### src/rtl/bit_stuff_tx_pkg.sv
// Shared constants and types for the bit-stuffing link framer (tx side and
// the matching receive-side destuffer/flag detector).
package bit_stuff_tx_pkg;

  localparam logic [7:0]  FLAG            = 8'h7E;
  localparam int unsigned RUN_LEN_DEFAULT = 5;

  typedef enum logic [2:0] {
    IDLE,
    FLAG_PRE,
    DATA,
    STUFF,
    FLAG_POST
  } state_e;

endpackage

### src/rtl/bit_stuff_tx_if.sv
// Byte-source handshake and serial line signals of the bit-stuffing framer.
interface bit_stuff_tx_if;

  logic [7:0] din;
  logic       din_valid;
  logic       din_ready;
  logic       sof;
  logic       eof;
  logic       tx_bit;
  logic       tx_en;
  logic       busy;
  logic       underrun;

  modport master (
    output din, din_valid, sof, eof,
    input  din_ready, tx_bit, tx_en, busy, underrun
  );

  modport slave (
    input  din, din_valid, sof, eof,
    output din_ready, tx_bit, tx_en, busy, underrun
  );

endinterface

### src/rtl/bit_stuff_ctr.sv
// Consecutive-ones counter; stuff_req_o flags the data 1 that completes a run
// of RUN_LEN, so the next line bit must be a stuffed 0.
module bit_stuff_ctr
  import bit_stuff_tx_pkg::*;
#(
  parameter int unsigned RUN_LEN = RUN_LEN_DEFAULT
) (
  input  logic clk,
  input  logic rst,
  input  logic clr_i,
  input  logic inc_i,
  output logic stuff_req_o
);

  localparam logic [2:0] LAST = 3'(RUN_LEN - 1);

  logic [2:0] ones_q, ones_d;

  always_comb begin
    ones_d = ones_q;
    if (clr_i) begin
      ones_d = '0;
    end else if (inc_i) begin
      ones_d = ones_q + 3'd1;
    end
  end

  assign stuff_req_o = inc_i && (ones_q == LAST);

  always_ff @(posedge clk or negedge rst) begin
    if (!rst) begin
      ones_q <= '0;
    end else begin
      ones_q <= ones_d;
    end
  end

endmodule

### src/rtl/bit_stuff_tx.sv
// Transmit framer: flag-wrapped, LSB-first serializer with zero insertion
// after RUN_LEN consecutive data ones.
module bit_stuff_tx
  import bit_stuff_tx_pkg::*;
#(
  parameter int unsigned RUN_LEN = RUN_LEN_DEFAULT
) (
  input  logic           clk,
  input  logic           rst,
  bit_stuff_tx_if.slave  bus
);

  state_e     state_q, state_d;
  logic [2:0] bit_cnt_q, bit_cnt_d;
  logic [7:0] shift_q, shift_d;
  logic       eof_l_q, eof_l_d;

  logic clr, inc, stuff_req, done;
  logic tx_bit, tx_en, din_ready, underrun;

  bit_stuff_ctr #(.RUN_LEN(RUN_LEN)) u_ctr (
    .clk         (clk),
    .rst         (rst),
    .clr_i       (clr),
    .inc_i       (inc),
    .stuff_req_o (stuff_req)
  );

  always_comb begin
    state_d   = state_q;
    bit_cnt_d = bit_cnt_q;
    shift_d   = shift_q;
    eof_l_d   = eof_l_q;
    tx_bit    = 1'b0;
    tx_en     = 1'b1;
    din_ready = 1'b0;
    underrun  = 1'b0;
    clr       = 1'b0;
    inc       = 1'b0;
    done      = 1'b0;

    unique case (state_q)
      IDLE: begin
        tx_en     = 1'b0;
        din_ready = 1'b1;
        if (bus.din_valid) begin
          shift_d   = bus.din;
          eof_l_d   = bus.eof;
          clr       = 1'b1;
          bit_cnt_d = '0;
          state_d   = bus.sof ? FLAG_PRE : DATA;
        end
      end
      FLAG_PRE, FLAG_POST: begin
        tx_bit    = FLAG[bit_cnt_q];
        clr       = 1'b1;
        bit_cnt_d = bit_cnt_q + 3'd1;
        if (bit_cnt_q == 3'd7) begin
          state_d = (state_q == FLAG_PRE) ? DATA : IDLE;
        end
      end
      DATA: begin
        tx_bit    = shift_q[bit_cnt_q];
        inc       = tx_bit;
        clr       = !tx_bit;
        bit_cnt_d = bit_cnt_q + 3'd1;
        if (stuff_req) begin
          state_d = STUFF;
        end else if (bit_cnt_q == 3'd7) begin
          done = 1'b1;
        end
      end
      STUFF: begin
        clr = 1'b1;
        // bit_cnt already advanced past the stuffed bit; 0 means it followed bit 7
        if (bit_cnt_q == 3'd0) begin
          done = 1'b1;
        end else begin
          state_d = DATA;
        end
      end
      default: state_d = IDLE;
    endcase

    if (done) begin
      bit_cnt_d = '0;
      if (eof_l_q) begin
        state_d = FLAG_POST;
      end else begin
        din_ready = 1'b1;
        if (bus.din_valid) begin
          shift_d = bus.din;
          eof_l_d = bus.eof;
          state_d = DATA;
        end else begin
          underrun = 1'b1;
          state_d  = FLAG_POST;
        end
      end
    end
  end

  always_ff @(posedge clk or negedge rst) begin
    if (!rst) begin
      state_q   <= IDLE;
      bit_cnt_q <= '0;
      shift_q   <= '0;
      eof_l_q   <= 1'b0;
    end else begin
      state_q   <= state_d;
      bit_cnt_q <= bit_cnt_d;
      shift_q   <= shift_d;
      eof_l_q   <= eof_l_d;
    end
  end

  assign bus.tx_bit    = tx_bit;
  assign bus.tx_en     = tx_en;
  assign bus.din_ready = din_ready;
  assign bus.underrun  = underrun;
  assign bus.busy      = (state_q != IDLE);

endmodule

### src/flat_wrapper.sv
// flat-port wrapper written by rule: the top's interface ports become plain ports
module bit_stuff_tx_flat import bit_stuff_tx_pkg::*;
#(
  parameter int unsigned RUN_LEN = RUN_LEN_DEFAULT
)
  (clk, rst, bus_din, bus_din_valid, bus_sof, bus_eof, bus_din_ready, bus_tx_bit, bus_tx_en, bus_busy, bus_underrun);
  bit_stuff_tx_if bus_i ();
  input  logic clk;
  input  logic rst;
  input wire logic [$bits(bus_i.din)-1:0] bus_din;
  input wire logic [$bits(bus_i.din_valid)-1:0] bus_din_valid;
  input wire logic [$bits(bus_i.sof)-1:0] bus_sof;
  input wire logic [$bits(bus_i.eof)-1:0] bus_eof;
  output wire logic [$bits(bus_i.din_ready)-1:0] bus_din_ready;
  output wire logic [$bits(bus_i.tx_bit)-1:0] bus_tx_bit;
  output wire logic [$bits(bus_i.tx_en)-1:0] bus_tx_en;
  output wire logic [$bits(bus_i.busy)-1:0] bus_busy;
  output wire logic [$bits(bus_i.underrun)-1:0] bus_underrun;
  assign bus_i.din = bus_din;
  assign bus_i.din_valid = bus_din_valid;
  assign bus_i.sof = bus_sof;
  assign bus_i.eof = bus_eof;
  assign bus_din_ready = bus_i.din_ready;
  assign bus_tx_bit = bus_i.tx_bit;
  assign bus_tx_en = bus_i.tx_en;
  assign bus_busy = bus_i.busy;
  assign bus_underrun = bus_i.underrun;
  bit_stuff_tx #(.RUN_LEN(RUN_LEN)) u_core (.clk(clk), .rst(rst), .bus(bus_i));
endmodule
### config.mk
export PLATFORM = sky130hd
export DESIGN_NAME = bit_stuff_tx_flat
export DESIGN_NICKNAME = d
export VERILOG_FILES = /design/src/rtl/bit_stuff_tx_pkg.sv /design/src/rtl/bit_stuff_tx_if.sv /design/src/rtl/bit_stuff_ctr.sv /design/src/rtl/bit_stuff_tx.sv /design/src/flat_wrapper.sv
export SDC_FILE = /design/constraint.sdc
export NUM_CORES = 1
export LEC_CHECK = 0
export ABC_AREA = 1
export BUFFER_PORTS_ARGS = -buffer_cell sky130_fd_sc_hd__buf_2
export CORE_MARGIN = 1.5
export CORE_UTILIZATION = 25
export DETAILED_ROUTE_END_ITERATION = 12
export PLACE_DENSITY_LB_ADDON = 0.2
export SYNTH_ARGS = -nofsm -noshare
export SYNTH_HDL_FRONTEND = slang
export SYNTH_HIERARCHICAL = 1
export SYNTH_SLANG_ARGS = --single-unit
### constraint.sdc
create_clock -name clk -period 1.77 [get_ports clk]
set_input_delay 0.177 -clock clk [delete_from_list [all_inputs] [get_ports clk]]
set_output_delay 0.177 -clock clk [all_outputs]
set_load 0.02 [all_outputs]
## Word level (Yosys, flattened, before mapping)

Memories as Yosys holds them, arrays and structs flattened.
Cells that the tools add are included.
Widths: inputs -> output; s select.

- Add/subtract/negate cells: 2
- Multiply operators: 0
- Divide/modulo/power cells: 0
- Magnitude comparators: 1
- Equal/unequal tests: 10
- Shift operators: 0
- Mux-type cells: 43
- Bitwise logic cells: 0
- Reductions and logical operators: 12

Operator list:

| operator | number |
|---|---|
| $mux 8 | 5 |
| $mux 3 | 11 |
| $mux 1 | 19 |
| $pmux 3 s4 | 1 |
| $eq 3x3->1 const B | 3 |
| $add 3x1->3 const B | 2 |
| $eq 3x2->1 const B | 2 |
| $logic_not 3->1 | 2 |
| $ne 3x1->1 const B | 2 |
| $ne 3x2->1 const B | 2 |
| $pmux 3 s2 | 1 |
| $reduce_bool 3->1 | 2 |
| $reduce_or 3->1 | 2 |
| $lt 3x4->1 const B | 1 |
| $mux 2 | 2 |
| $pmux 1 s2 | 2 |
| $reduce_and 4->1 | 1 |
| $bmux 1 s3 | 1 |
| $eq 3x1->1 const B | 1 |
| $pmux 1 s3 | 1 |
| $reduce_and 2->1 | 1 |
| $reduce_bool 2->1 | 1 |
| $reduce_or 2->1 | 1 |
| $logic_and 1x1->1 | 1 |
| $logic_not 1->1 | 1 |

- Register bits: 18
- Latch bits: 0
- RAM bits: 0
- ROM bits: 8
- Bits of input ports: 13
- Output and inout port bits: 5
- Logic and storage cells: 74
- Memories: 1

Memories:

| name | depth | width | rd ports | clocked after Yosys merged registers in | wr ports | line | text |
|---|---|---|---|---|---|---|---|
| (no name shown) | 8 | 1 | 1 | 0 | 0 | bit_stuff_tx.sv:55 | `tx_bit = FLAG[bit_cnt_q];` |

## Depth between registers and ports, before layout

Gate-level depths: netlist of the first run.

- Depth after elaboration: 8
- Gate-level depth with buffers: 15
- Mapped depth without buffers: 15

## By module

The synthesis of the first run kept the hierarchy.

Modules (own cells, without submodules):

| module | times used | cells an instance | area an instance (µm²) | sequential area each (µm²) |
|---|---|---|---|---|
| bit_stuff_tx | 1 | 221 | 1326.3 | 375.4 |
| bit_stuff_ctr | 1 | 21 | 168.9 | 75.1 |

## Worst setup path before layout of the first run

No wires, ideal clock.

- Kind: register to output
- Start: register u_core.bit_cnt_q[0]
- End: output bus_din_ready
- Arrival time: 1.832 ns
- Required time: 1.593 ns
- Path slack: -0.239 ns
- Cell stages (with the launch flop): 14
- Path buffers: 0
- Path through: dfrtp_1 -> inv_1 -> nand2_1 -> nand3_1 -> nand3_1 -> nand2_1 -> nor2_1 -> inv_2 -> nor2_1 -> nor2_1 -> nand2_2 -> nand2_4 -> inv_4 -> o21ai_0

- Longest elaborated chain between the ends: 7
- Elaborated cells on any way between the ends: 11
- Classes of those cells: eq/ne (1); mux (8); reduce/logical (2)

RTL lines:

| what | line | text |
|---|---|---|
| start: declaration | bit_stuff_tx.sv:14 | `logic [2:0] bit_cnt_q, bit_cnt_d;` |
| start signal: assignment | bit_stuff_tx.sv:111 | `bit_cnt_q <= bit_cnt_d;` |
| $bmux 1 s3 | bit_stuff_tx.sv:63 | `tx_bit = shift_q[bit_cnt_q];` |
| $mux 1 (not written as such) | bit_stuff_tx.sv:63 |  |
| $mux 1 | bit_stuff_tx.sv:42 | `unique case (state_q)` |
| named net u_core.inc | bit_stuff_tx.sv:18 | `logic clr, inc, stuff_req, done;` |
| $logic_and 1x1->1 | bit_stuff_ctr.sv:28 | `assign stuff_req_o = inc_i && (ones_q == LAST);` |
| named net u_core.stuff_req | bit_stuff_tx.sv:18 |  |
| $mux 1 | bit_stuff_tx.sv:67 | `if (stuff_req) begin` |
| $pmux 1 s2 | bit_stuff_tx.sv:42 |  |
| $mux 1 | bit_stuff_tx.sv:85 | `if (done) begin` |
| end: declaration | flat_wrapper.sv:14 | `output wire logic [$bits(bus_i.din_ready)-1:0] bus_din_ready;` |

The timed path passes the listed nets, and every way through them passes these cells. The select of a mux whose other input is x is not followed.

## Final worst setup path of the first run

Ends and elaborated chain as after synthesis.

==> impl_results.md, run 1 <==
- Initial antenna violation count: 0
- Final #Nets: between 300 and 400
- Vias per cell: 4.27
- Pint: approximately 1.8 mW
- Endpoints failing setup: 17
- GRT overflow: 0
- First-pass GRT wire length: between 6 and 7 mm
- Synth Warn #: 6
- Critical path type: flip-flop to primary output
- Number of synthesized register bits: 18
- Clock Tree Buf Depth: 2
- Switching Share: 48.7%
- Final core occ: 35.0%
- Max VDD drop: 0.791 mV
- Initial DRC count: 29
- Leak: 1.11 nW
- Worst Hold Depth: 3
- Max Freq: just under 500 MHz
- RD Place Congestion: 0.818
- Final HPWL DP: 2.81 mm
- Clock latency at the later pin of the worst-skew pair: 0.26 ns
- Slew headroom: between 70 and 80%
- Placeable Area: 0.00564 sq mm
- Gate Count Post-Synth: 242
- Max-cap violation count: 0
- Largest net degree at the start of global routing: 19
- Worst Setup Slack, final: -0.248 ns
- Hold Crit Class: input port to flip-flop
- Tmin final: around 2.0 ns
- WL/cell: between 10 and 15 microns
- Synthesized cell area: 0.00150 sq mm
- Worst EP required: 1.59 ns
- Design Power: 3.51 mW
- Area growth syn-to-layout: 32.1%
- Pre-antenna DRT Iters: 4
- Yosys cell types: 22
- DRC viols: 0
- Avg Cell Area, Syn: 6.18 sq um
- Sw Pwr: 1.71 mW
- Element type at the critical path start: flip-flop
- Ant diodes: 0
- Worst slack at placement: -0.0702 ns
- Status: complete, but fails checks
- Clock H-tree levels: 1
- Sequential fraction of the synthesis area: 30.1%
- Failing checks: negative setup slack
- Vias in the first global route: 1,479
- Routed via count: ~1,500
- DIE WIDTH: around 80 microns
- Post-DRT Antenna Nets: 0
- Clock network power share: 10.2%
- RSZ-0062 raised after global routing: true
- Critical Path Fanout Max: 6
- Sequential power share: 21.0%
- Max-slew violation count: 0
- Port bufs: 17
- Worst-path clk slew: 0.08 ns
- Clock sinks: 18
- CP endpoint kind: primary output
- Worst EP arrival: about 1.8 ns
- GRT Overall Usage: 13.8%
- Top-level port count: 18
- Fin crit share: 114%
- R2r worst-path depth: 16
- Layout cell share with drive strength beyond 1: between 30% and 40%
- Worst slew pin tran: 0.444 ns
- Logic gate share of total power: between 60% and 70%
- Clk_skew: between 0.003 and 0.004 ns
- CTS tree: built
- Syn nets: 260
- Initial Utilization: about a quarter
- Root Buffer Master: clkbuf_8
- Post-Route WL: 4.06 mm
- Final hold violation count: 0
- FP Rows: 27
- Power density over the cells: 1780 mW/mm^2
- Die ar.: ~0.0065 sq mm
- Die Ht: 80.3 microns
- Cts bufs inserted: 3
power by group through the flow:
stage | registers [mW] | logic, mW | clock network, mW
2_1_floorplan | 0.705 | 1.51 | 0
3_3_place_gp | 0.737 | 2.13 | 0
3_5_place_dp | 0.737 | 2.11 | 0
4_1_cts | 0.730 | 2.29 | 0.371
5_1_grt | 0.758 | 2.72 | 0.382
6_report | 0.737 | 2.41 | 0.356
Yosys cell counts:
library cell    n  area [sq um]
a21oi_1         3          15.0
inv_1          19          71.3
a21oi_2         1          8.76
buf_6           5          56.3
o211ai_1        1          7.51
clkinv_1        1          3.75
buf_4           3          22.5
nor2_2          7          43.8
inv_2           4          15.0
nand3_1        15          75.1
dfrtp_1        18           450
o21ai_0         5          25.0
ha_1            5          62.6
nand3_2         2          20.0
nand2_1       130           488
o21ai_2         1          8.76
nor3b_1         1          7.51
nand4_1         1          6.26
nand2_2         6          37.5
nor2_1         11          41.3
nand2_4         2          22.5
inv_4           1          6.26
worst max-delay path, cell delays in order, from the launching register on:
cell	delay, ns
dfrtp_2	0.45
inv_2	0.10
nand2_1	0.07
nand3_1	0.07
nand3_1	0.08
nand2_2	0.10
nor2_4	0.05
inv_2	0.06
nor2_2	0.04
nor2_2	0.11
nand2_2	0.09
nand2_4	0.08
inv_4	0.04
o21ai_1	0.10
buf_4	0.15
flip-flops by register name, summed over array words and instances (netlist names):
name	flops
u_core/shift_q	8
u_core/eof_l_q	1
u_core/state_q	3
u_core/u_ctr/ones_q	3
u_core/bit_cnt_q	3
worst paths after layout:
check,slack [ns],start,to
max in group asynchronous,1.05,rst,u_core/bit_cnt_q[1]
min reg2reg,0.56,u_core/u_ctr/ones_q[0],u_core/u_ctr/ones_q[0]
max reg2reg,-0.10,u_core/bit_cnt_q[0],u_core/state_q[1]
min,0.28,bus_eof,u_core/eof_l_q
max,-0.25,u_core/bit_cnt_q[0],bus_din_ready
min in group asynchronous,0.38,rst,u_core/state_q[0]
stage by stage:
stage | std cells | area, sq um | setup TNS (ns) | hold WS (ns)
6_report | 359 | 1980 | -1.03 | 0.280
5_1_grt | 359 | 1980 | -2.86 | 0.330
4_1_cts | 356 | 1920 | -1.61 | 0.273
3_5_place_dp | 346 | 1780 | -0.325 | 0.155
3_3_place_gp | 346 | 1780 | -0.0590 | 0.152
2_1_floorplan | 242 | 1500 | -0.0286 | -0.119
final cells by class:
type                    instances  area, sq um
flip-flops and latches         18          453
repair buffers                 49          347
well taps                      72         90.1
multi-input cells             191          935
clock buffers                   4         55.1
fillers                       617         3670
inverters                      25         96.3
layout by cell type, fill, tap and decap left out, types with 5 or more instances in the layout:
cell	Yosys	routed
nand2_1	130	128
buf_4	3	31
dfrtp_1	18	16
inv_1	19	15
buf_2	0	14
nand3_1	15	12
inv_2	4	8
nand2_2	6	8
nor2_2	7	8
nor2_1	11	6
nand3_2	2	5
per-layer routing:
metal / up-vias / track usage (%) / part of all wire, %
met5: - / 0 / 0
met4: 0 / 3.10 / 0.62
met3: 2 / 3.07 / 2.5
met2: 15 / 23.9 / 48
met1: 692 / 17.4 / 49
li1: 823 / - / -
kinds of logic (layout without fill, tap and decap cells):
family	Yosys count	count (layout)	share of synthesized area, %
simple gates	175	175	49.6
compound gates	11	11	4.35
buf+inv	33	78	11.7
flops	18	18	30.1
fa+ha+maj	5	5	4.18
repair_timing:
| item | 4_1_cts | 5_1_grt |
|---|---|---|
| endpoints found under the hold margin | 18 | 0 |
| endpoints found under the setup margin | 18 | 18 |
| setup buffers | 7 | 3 |
| gates resized for setup | 15 | 11 |
| pin swaps | 5 | 3 |
| hold buffers | 1 | 0 |
Note: power is estimated with default switching activity, not from simulation.
==> run 2, diff against run 1 <==
==> constraint.sdc (replaced) <==
create_clock -name clk -period 2.4 [get_ports clk]
set_input_delay 0.24 -clock clk [delete_from_list [all_inputs] [get_ports clk]]
set_output_delay 0.24 -clock clk [all_outputs]
set_load 0.02 [all_outputs]
==> run 2 against run 1 <==
Compared with the run above:
- the flow now finishes without violations
- largest cell class unchanged
- cell area is 12% lower
- hold slack better by 0.040 ns
- count of clock-buffer cells in the layout is 1 lower
- global-route usage is 0.46 points lower
- wire length is 3.9% lower
- sequential power is 24% lower
- highest routed layer unchanged
- largest power group unchanged
- register-to-register slack better by 0.62 ns
- setup slack better by 0.40 ns
==> impl_results.md, run 2 (synthesized netlist as in run 1, its figures left out) <==
- Area growth syn-to-layout: 16.1%
- Worst-path clk slew: 0.07 ns (about the same)
- CTS tree: built
- TNS Setup: 0 ns (+1.03 ns)
- Crit path max-delay family: simple AND/OR/NAND/NOR gates
- Leak: 0.981 nW (-11%)
- Max-slew violation count: 0 (unchanged)
- RD Place Congestion: 0.898 (+9.8%)
- Worst EP arrival: 2.01 ns (+0.17 ns)
- Hold Path Origin: bus_eof
- Commonest non-fill, non-tap cells in the layout: nand2_1, inv_1, buf_2, dfrtp_1, nand3_1
- Initial Utilization: 26.5% (unchanged)
- Tmin final: 2.25 ns
- Cts bufs inserted: 3 (unchanged)
- DRT met1 WL: 1.96 mm (-1.4%)
- Clock Tree Buf Depth: 2 (unchanged)
- Top-level port count: 18 (unchanged)
- Element type at the critical path start: flip-flop
- Final HPWL DP: 2.86 mm (+1.7%)
- FP Rows: 27 (unchanged)
- Most common cell after layout, fill and taps aside: nand2_1
- Post-DRT Antenna Nets: 0 (unchanged)
- Placeable Area: 0.00564 sq mm (unchanged)
- Filler cells: 607 (-1.6%)
- Routed via count: 1,457 (-4.9%)
- Vias per cell: 4.35 (+1.9%)
- Root Buffer Master: clkbuf_8
- Max reg flops: 8 (unchanged)
- Power density over the cells: 1280 mW/mm^2 (-28%)
- RSZ-0062 raised after global routing: false
- R2R Path End: u_core/bit_cnt_q[1]
- Worst EP required: 2.16 ns (+0.57 ns)
- Vias in the first global route: 1,404 (-5.1%)
- Clock H-tree levels: 1 (unchanged)
- Bufs and invs on worst path: 4 (unchanged)
- WL/cell: 11.6 microns (+3.0%)
- Status: completed
- Clock sinks: 18 (unchanged)
- Slowest stage delay, CP: 0.47 ns (+0.02 ns)
- Pre-antenna DRT Iters: 4 (unchanged)
- Final #Nets: 283 (-7.5%)
- Worst r2r src: u_core/bit_cnt_q[0]
- Largest reg by FF count: u_core/shift_q
- Largest net degree at the start of global routing: 19 (unchanged)
- Metal3 WL: 177 microns (+74%)
- Sink of the worst hold path: u_core/eof_l_q
- DRC viols: 0 (unchanged)
- Reg area: 453 sq um (unchanged)
- Met2 wire len: 1.72 mm (-11%)
- Critical Path Fanout Max: 7 (+1)
- CP cell instances: inv_4, nand2_1, nand3_1, nand3_1, nand2_2, nor2_4, inv_2, nor2_2, nor2_1, nand2_2, nand2_8, inv_4, o21ai_2, buf_4
- Worst Hold Depth: 3 (unchanged)
- DIE WIDTH: 80.3 microns (unchanged)
- Max VDD drop: 0.427 mV (-46%)
- Port bufs: 17 (unchanged)
- Design Power: 2.23 mW (-37%)
- Initial antenna violation count: 0 (unchanged)
- Die ar.: 0.00645 sq mm (unchanged)
- Critical path type: flip-flop to primary output
- Worst slew pin tran: 0.498 ns (+0.0546 ns)
- GRT overflow: 0 (unchanged)
- Fin crit share: 93.6%
- Multi-input gate area: 895 sq um (-4.3%)
- Post-Route WL: 3.90 mm (-3.9%)
- Max-cap violation count: 0 (unchanged)
- Top Metal Used: met4
- Ant diodes: 0 (unchanged)
- Reg2reg setup slack: 0.52 ns (+0.62 ns)
- R2r worst-path depth: 15 (-1)
- Die Ht: 80.3 microns (unchanged)
- Slew headroom: 66.7% (-3.7 points)
- Worst path slowest cell: dfrtp_2
- Clock latency at the later pin of the worst-skew pair: 0.26 ns (about the same)
- Layout cell share with drive strength beyond 1: 22.4% (-10 points)
- CP endpoint kind: primary output
- Endpoints failing setup: 0 (-17)
- Initial DRC count: 67 (+130%)
- Hold Crit Class: input port to flip-flop
- Max Freq: 445 MHz
- Final hold violation count: 0 (unchanged)
- First-pass GRT wire length: 6.67 mm (-2.9%)
- GRT Overall Usage: 13.3% (-0.46 points)
- Clk_skew: 0.00258 ns (-0.00130 ns)
[run 2: what timing repair did]
item / 4_1_cts / 5_1_grt
hold buffers: 1 / 0
buffers inserted: 0 / 3
setup endpoints to repair: 1 / 2
pin swaps: 0 / 1
gates resized for setup: 4 / 8
endpoints found under the hold margin: 18 / 0
[run 2: report_power, final]
part | internal [mW] | switching (mW) | total, mW
registers | 0.427 | 0.131 | 0.558
clock network | 0.112 | 0.109 | 0.221
logic | 0.515 | 0.931 | 1.45
total | 1.05 | 1.17 | 2.23
[run 2: metal layers]
metal	vias to the layer above	GRT usage [%]
met5	-	0
met4	0	2.93
met3	4	2.61
met2	32	21.3
met1	643	18.5
li1	778	-
[run 2: per-stage QoR]
stage / worst slack, ns / std cells / hold WS (ns) / area [sq um] / util [%]
floorplan: 0.328 / 242 / -0.0556 / 1500 / -
global placement: 0.206 / 328 / 0.218 / 1630 / 28.9
detailed placement: 0.171 / 328 / 0.220 / 1630 / 28.9
CTS: 0.0464 / 332 / 0.318 / 1690 / 30.0
global route: 0.0150 / 335 / 0.337 / 1740 / 30.8
finish: 0.153 / 335 / 0.320 / 1740 / 30.8
[run 2: area by class of cell]
cell class	count	share of cell area, %
timing repair buffer	26	9.08
tap	72	5.19
sequential	18	26.1
multi-input combinational	191	51.6
clock buffer	3	2.38
inverter	25	5.70
[run 2: worst reg2reg max path, delay by kind of cell, from the launching register on]
family / cells / cell delay (ns)
simple gates: 11 / 0.92
flops: 1 / 0.47
buf+inv: 4 / 0.41
[run 2: worst max-delay path by stage]
stage                                    from       endpoint  cells after the start
final                     u_core/bit_cnt_q[0]  bus_din_ready                     14
after global routing      u_core/bit_cnt_q[0]  bus_din_ready                     14
after CTS                 u_core/bit_cnt_q[0]  bus_din_ready                     14
after detailed placement  u_core/bit_cnt_q[0]  bus_din_ready                     14
after global placement    u_core/bit_cnt_q[0]  bus_din_ready                     14
after floorplan           u_core/bit_cnt_q[0]  bus_din_ready                     13
==> run 3, diff against run 2 <==
--- a/config.mk
+++ b/config.mk
@@ -13,5 +13,4 @@
 export PLACE_DENSITY_LB_ADDON = 0.2
 export SYNTH_ARGS = -nofsm -noshare
 export SYNTH_HDL_FRONTEND = slang
-export SYNTH_HIERARCHICAL = 1
 export SYNTH_SLANG_ARGS = --single-unit
==> run 3 against run 2 <==
Compared with the run above:
- total power decreased by 10%
- non-clock buffer count decreased by 7
- critical path type unchanged
- largest power group unchanged
- wire length decreased by 20%
- global-route usage decreased by 1.6 points
- largest cell class unchanged
- count of clock-buffer cells in the layout unchanged
- die area decreased by 7.0%
- maximum frequency increased by 4.2%
- combinational power decreased by 14%
- via count decreased by 17%
==> impl_results.md, run 3 <==
- Root Buffer Master: clkbuf_8
- Final cell count without fillers: 277 (-17%)
- GRT Overall Usage: 11.7% (-1.6 points)
- Post-DRT Antenna Nets: 0 (unchanged)
- Max reg flops: 8 (unchanged)
- Initial DRC count: 55 (-18%)
- Vias in the first global route: 1,193 (-15%)
- Most common cell in the netlist: nand2_1
- Synthesized cell area: 0.00139 sq mm (-7.3%)
- Max Freq: 464 MHz (+4.2%)
- Post-layout instance area: 0.00156 sq mm (-10%)
- Yosys cell types: 28 (+27%)
- Reg2reg setup slack: 0.69 ns (+0.17 ns)
- Cts repair resizes: 0 (-4)
- FP Rows: 26 (-3.7%)
- Vias per cell: 4.38 (+0.69%)
- Die Ht: 77.5 microns (-3.6%)
- Synth top area share: 32.5% (-0.15 points)
- Final core occ: 29.7% (-1.0 points)
- Worst r2r src: u_core.state_q[0]
- Pre-antenna DRT Iters: 4 (unchanged)
- Clk_skew: 0.00180 ns (-0.000781 ns)
- Sink of the worst hold path: u_core.state_q[1]
- Most instantiated cells after synthesis: nand2_1, inv_1, o21ai_0
- Final HPWL DP: 2.29 mm (-20%)
- Post-Route WL: 3.11 mm (-20%)
- Final #Nets: 227 (-20%)
- Die ar.: 0.00600 sq mm (-7.0%)
- Worst EP arrival: 1.92 ns (-0.09 ns)
- Main synth FF type: dfrtp_1
- Met2 wire len: 1.40 mm (-19%)
- Most common cell after layout, fill and taps aside: nand2_1
- Endpoints failing setup: 0 (unchanged)
- Final hold violation count: 0 (unchanged)
- Yosys top cell by area: dfrtp_1
- Avg Cell Area, Syn: 7.22 sq um (+17%)
- Cts bufs inserted: 3 (unchanged)
- # hold bufs at CTS: 1 (unchanged)
- Hold Crit Class: input port to flip-flop
- Reg area: 450 sq um (-0.55%)
- EDFF count, synth: 0 (unchanged)
- Tmin final: 2.16 ns (-0.0909 ns)
- Synth Warn #: 0 (-6)
- Top Metal Used: met4
- CP endpoint kind: primary output
- Critical Path Fanout Max: 22 (+15)
- Clock H-tree levels: 1 (unchanged)
- Leak: 0.798 nW (-19%)
- CTS tree: built
- Power density over the cells: 1280 mW/mm^2 (+0.16%)
- Layout cell share with drive strength beyond 1: 21.3% (-1.2 points)
- Ranking of synthesized cells by area: dfrtp_1, nand2_1, o21ai_0, mux2i_1, inv_1
- TNS Setup: 0 ns (unchanged)
- DRT met1 WL: 1.59 mm (-19%)
- Initial antenna violation count: 0 (unchanged)
- Worst-path clk slew: 0.08 ns (about the same)
- Filler cells: 569 (-6.3%)
- Slew headroom: 69.9% (+3.2 points)
- Max VDD drop: 0.493 mV (+15%)
- Hold Path Origin: bus_sof
- RSZ-0062 raised after global routing: false
- Gate Count Post-Synth: 192 (-21%)
- Multi-input gate area: 763 sq um (-15%)
- Sequential fraction of the synthesis area: 32.5% (+2.4 points)
- Largest net degree at the start of global routing: 23 (+4)
- Asr flop ratio synth: 100% (unchanged)
- First-pass GRT wire length: 5.65 mm (-15%)
- Worst Setup Slack, final: 0.244 ns (+0.0909 ns)
- Ant diodes: 0 (unchanged)
- Design Power: 2.00 mW (-10%)
- Cell Area, Placed: 0.00151 sq mm (-7.6%)
- Number of synthesized register bits: 18 (unchanged)
- R2R Path End: u_core.state_q[1]
- Initial Utilization: 26.5% (-0.033 points)
- Top-level port count: 18 (unchanged)
- Metal3 WL: 84 microns (-53%)
- Post-CTS Setup Bufs: 0 (unchanged)
- Largest reg by FF count: u_core.shift_q
- Status: completed
- Worst Hold Depth: 4 (+1)
- DRC viols: 0 (unchanged)
- RD Place Congestion: 0.830 (-7.6%)
- GRT overflow: 0 (unchanged)
- Fin crit share: 89.8% (-3.8 points)
- Commonest non-fill, non-tap cells in the layout: nand2_1, inv_1, o21ai_0, dfrtp_1, buf_2
- WL/cell: 11.2 microns (-3.5%)
- Worst slew pin tran: 0.452 ns (-0.0463 ns)
- Worst EP required: 2.16 ns (about the same)
- Worst hold slack: 0.295 ns (-0.0252 ns)
- Clock Tree Buf Depth: 2 (unchanged)
- Worst slack at placement: 0.539 ns (+0.368 ns)
- Syn nets: 210 (-19%)
- Placeable Area: 0.00524 sq mm (-7.2%)
- Placed cells: 273 (-17%)
- R2r worst-path depth: 11 (-4)
- Area growth syn-to-layout: 12.3%
- DIE WIDTH: 77.5 microns (-3.6%)
- Routed via count: 1,213 (-17%)
- Max-slew violation count: 0 (unchanged)
- Critical path type: flip-flop to primary output
- Clock latency at the later pin of the worst-skew pair: 0.26 ns (about the same)
- Port bufs: 17 (unchanged)
- Element type at the critical path start: flip-flop
- Max-cap violation count: 0 (unchanged)
- Clock sinks: 18 (unchanged)
==> run 3: changes by cell type after synthesis, moves of 4 or more <==
cell     delta
o21ai_1     +8
o21ai_2     +5
nand2_2     -5
buf_6       -4
o21ai_0    +14
nor2_1      -5
mux2i_1     +8
nand2_1    -74
==> run 3: worst max-delay path, cell delays in order, from the launching register on <==
cell and delay [ns]:
dfrtp_1 0.46, ha_1 0.25, ha_1 0.19, inv_1 0.06, nor2_1 0.04, nand2_1 0.10
nand2_2 0.10, inv_4 0.22, nor2_1 0.08, buf_2 0.16
==> run 3: power by group <==
part           total (mW)  switching [mW]  internal, mW
Clock               0.231           0.119         0.112
Sequential          0.517          0.0946         0.423
Combinational        1.25           0.815         0.435
Total                2.00            1.03         0.970
==> run 3: logic make-up after synthesis <==
group | after synthesis | synth area share (%)
mux | 8 | 5.78
xor+xnor | 1 | 0.632
compound gates | 39 | 16.1
flops | 18 | 32.5
fa+ha+maj | 5 | 4.51
buf+inv | 36 | 12.5
simple gates | 85 | 28.1
==> run 3: worst max path at each step <==
stage / start / endpoint / slack [ns] / cells after the start
after global routing: u_core.bit_cnt_q[0] / bus_underrun / 0.09 / 9
after floorplan: u_core.bit_cnt_q[0] / bus_din_ready / 0.59 / 9
after CTS: u_core.bit_cnt_q[0] / bus_underrun / 0.24 / 9
after detailed placement: u_core.bit_cnt_q[0] / bus_underrun / 0.54 / 9
after global placement: u_core.bit_cnt_q[0] / bus_underrun / 0.56 / 9
final: u_core.bit_cnt_q[0] / bus_underrun / 0.24 / 9
==> run 3: cell type report <==
cell class              instances  area share (%)
multi-input cells             138            49.0
flip-flops and latches         18            28.9
inverters                      29            7.15
repair buffers                 19            6.59
well taps                      70            5.63
clock buffers                   3            2.65
==> run 3: routing by layer <==
layer  vias up  GRT usage (%)
li1        647              -
met1       549           15.6
met2        13           19.6
met3         4           2.00
met4         0           3.27
met5         -              0
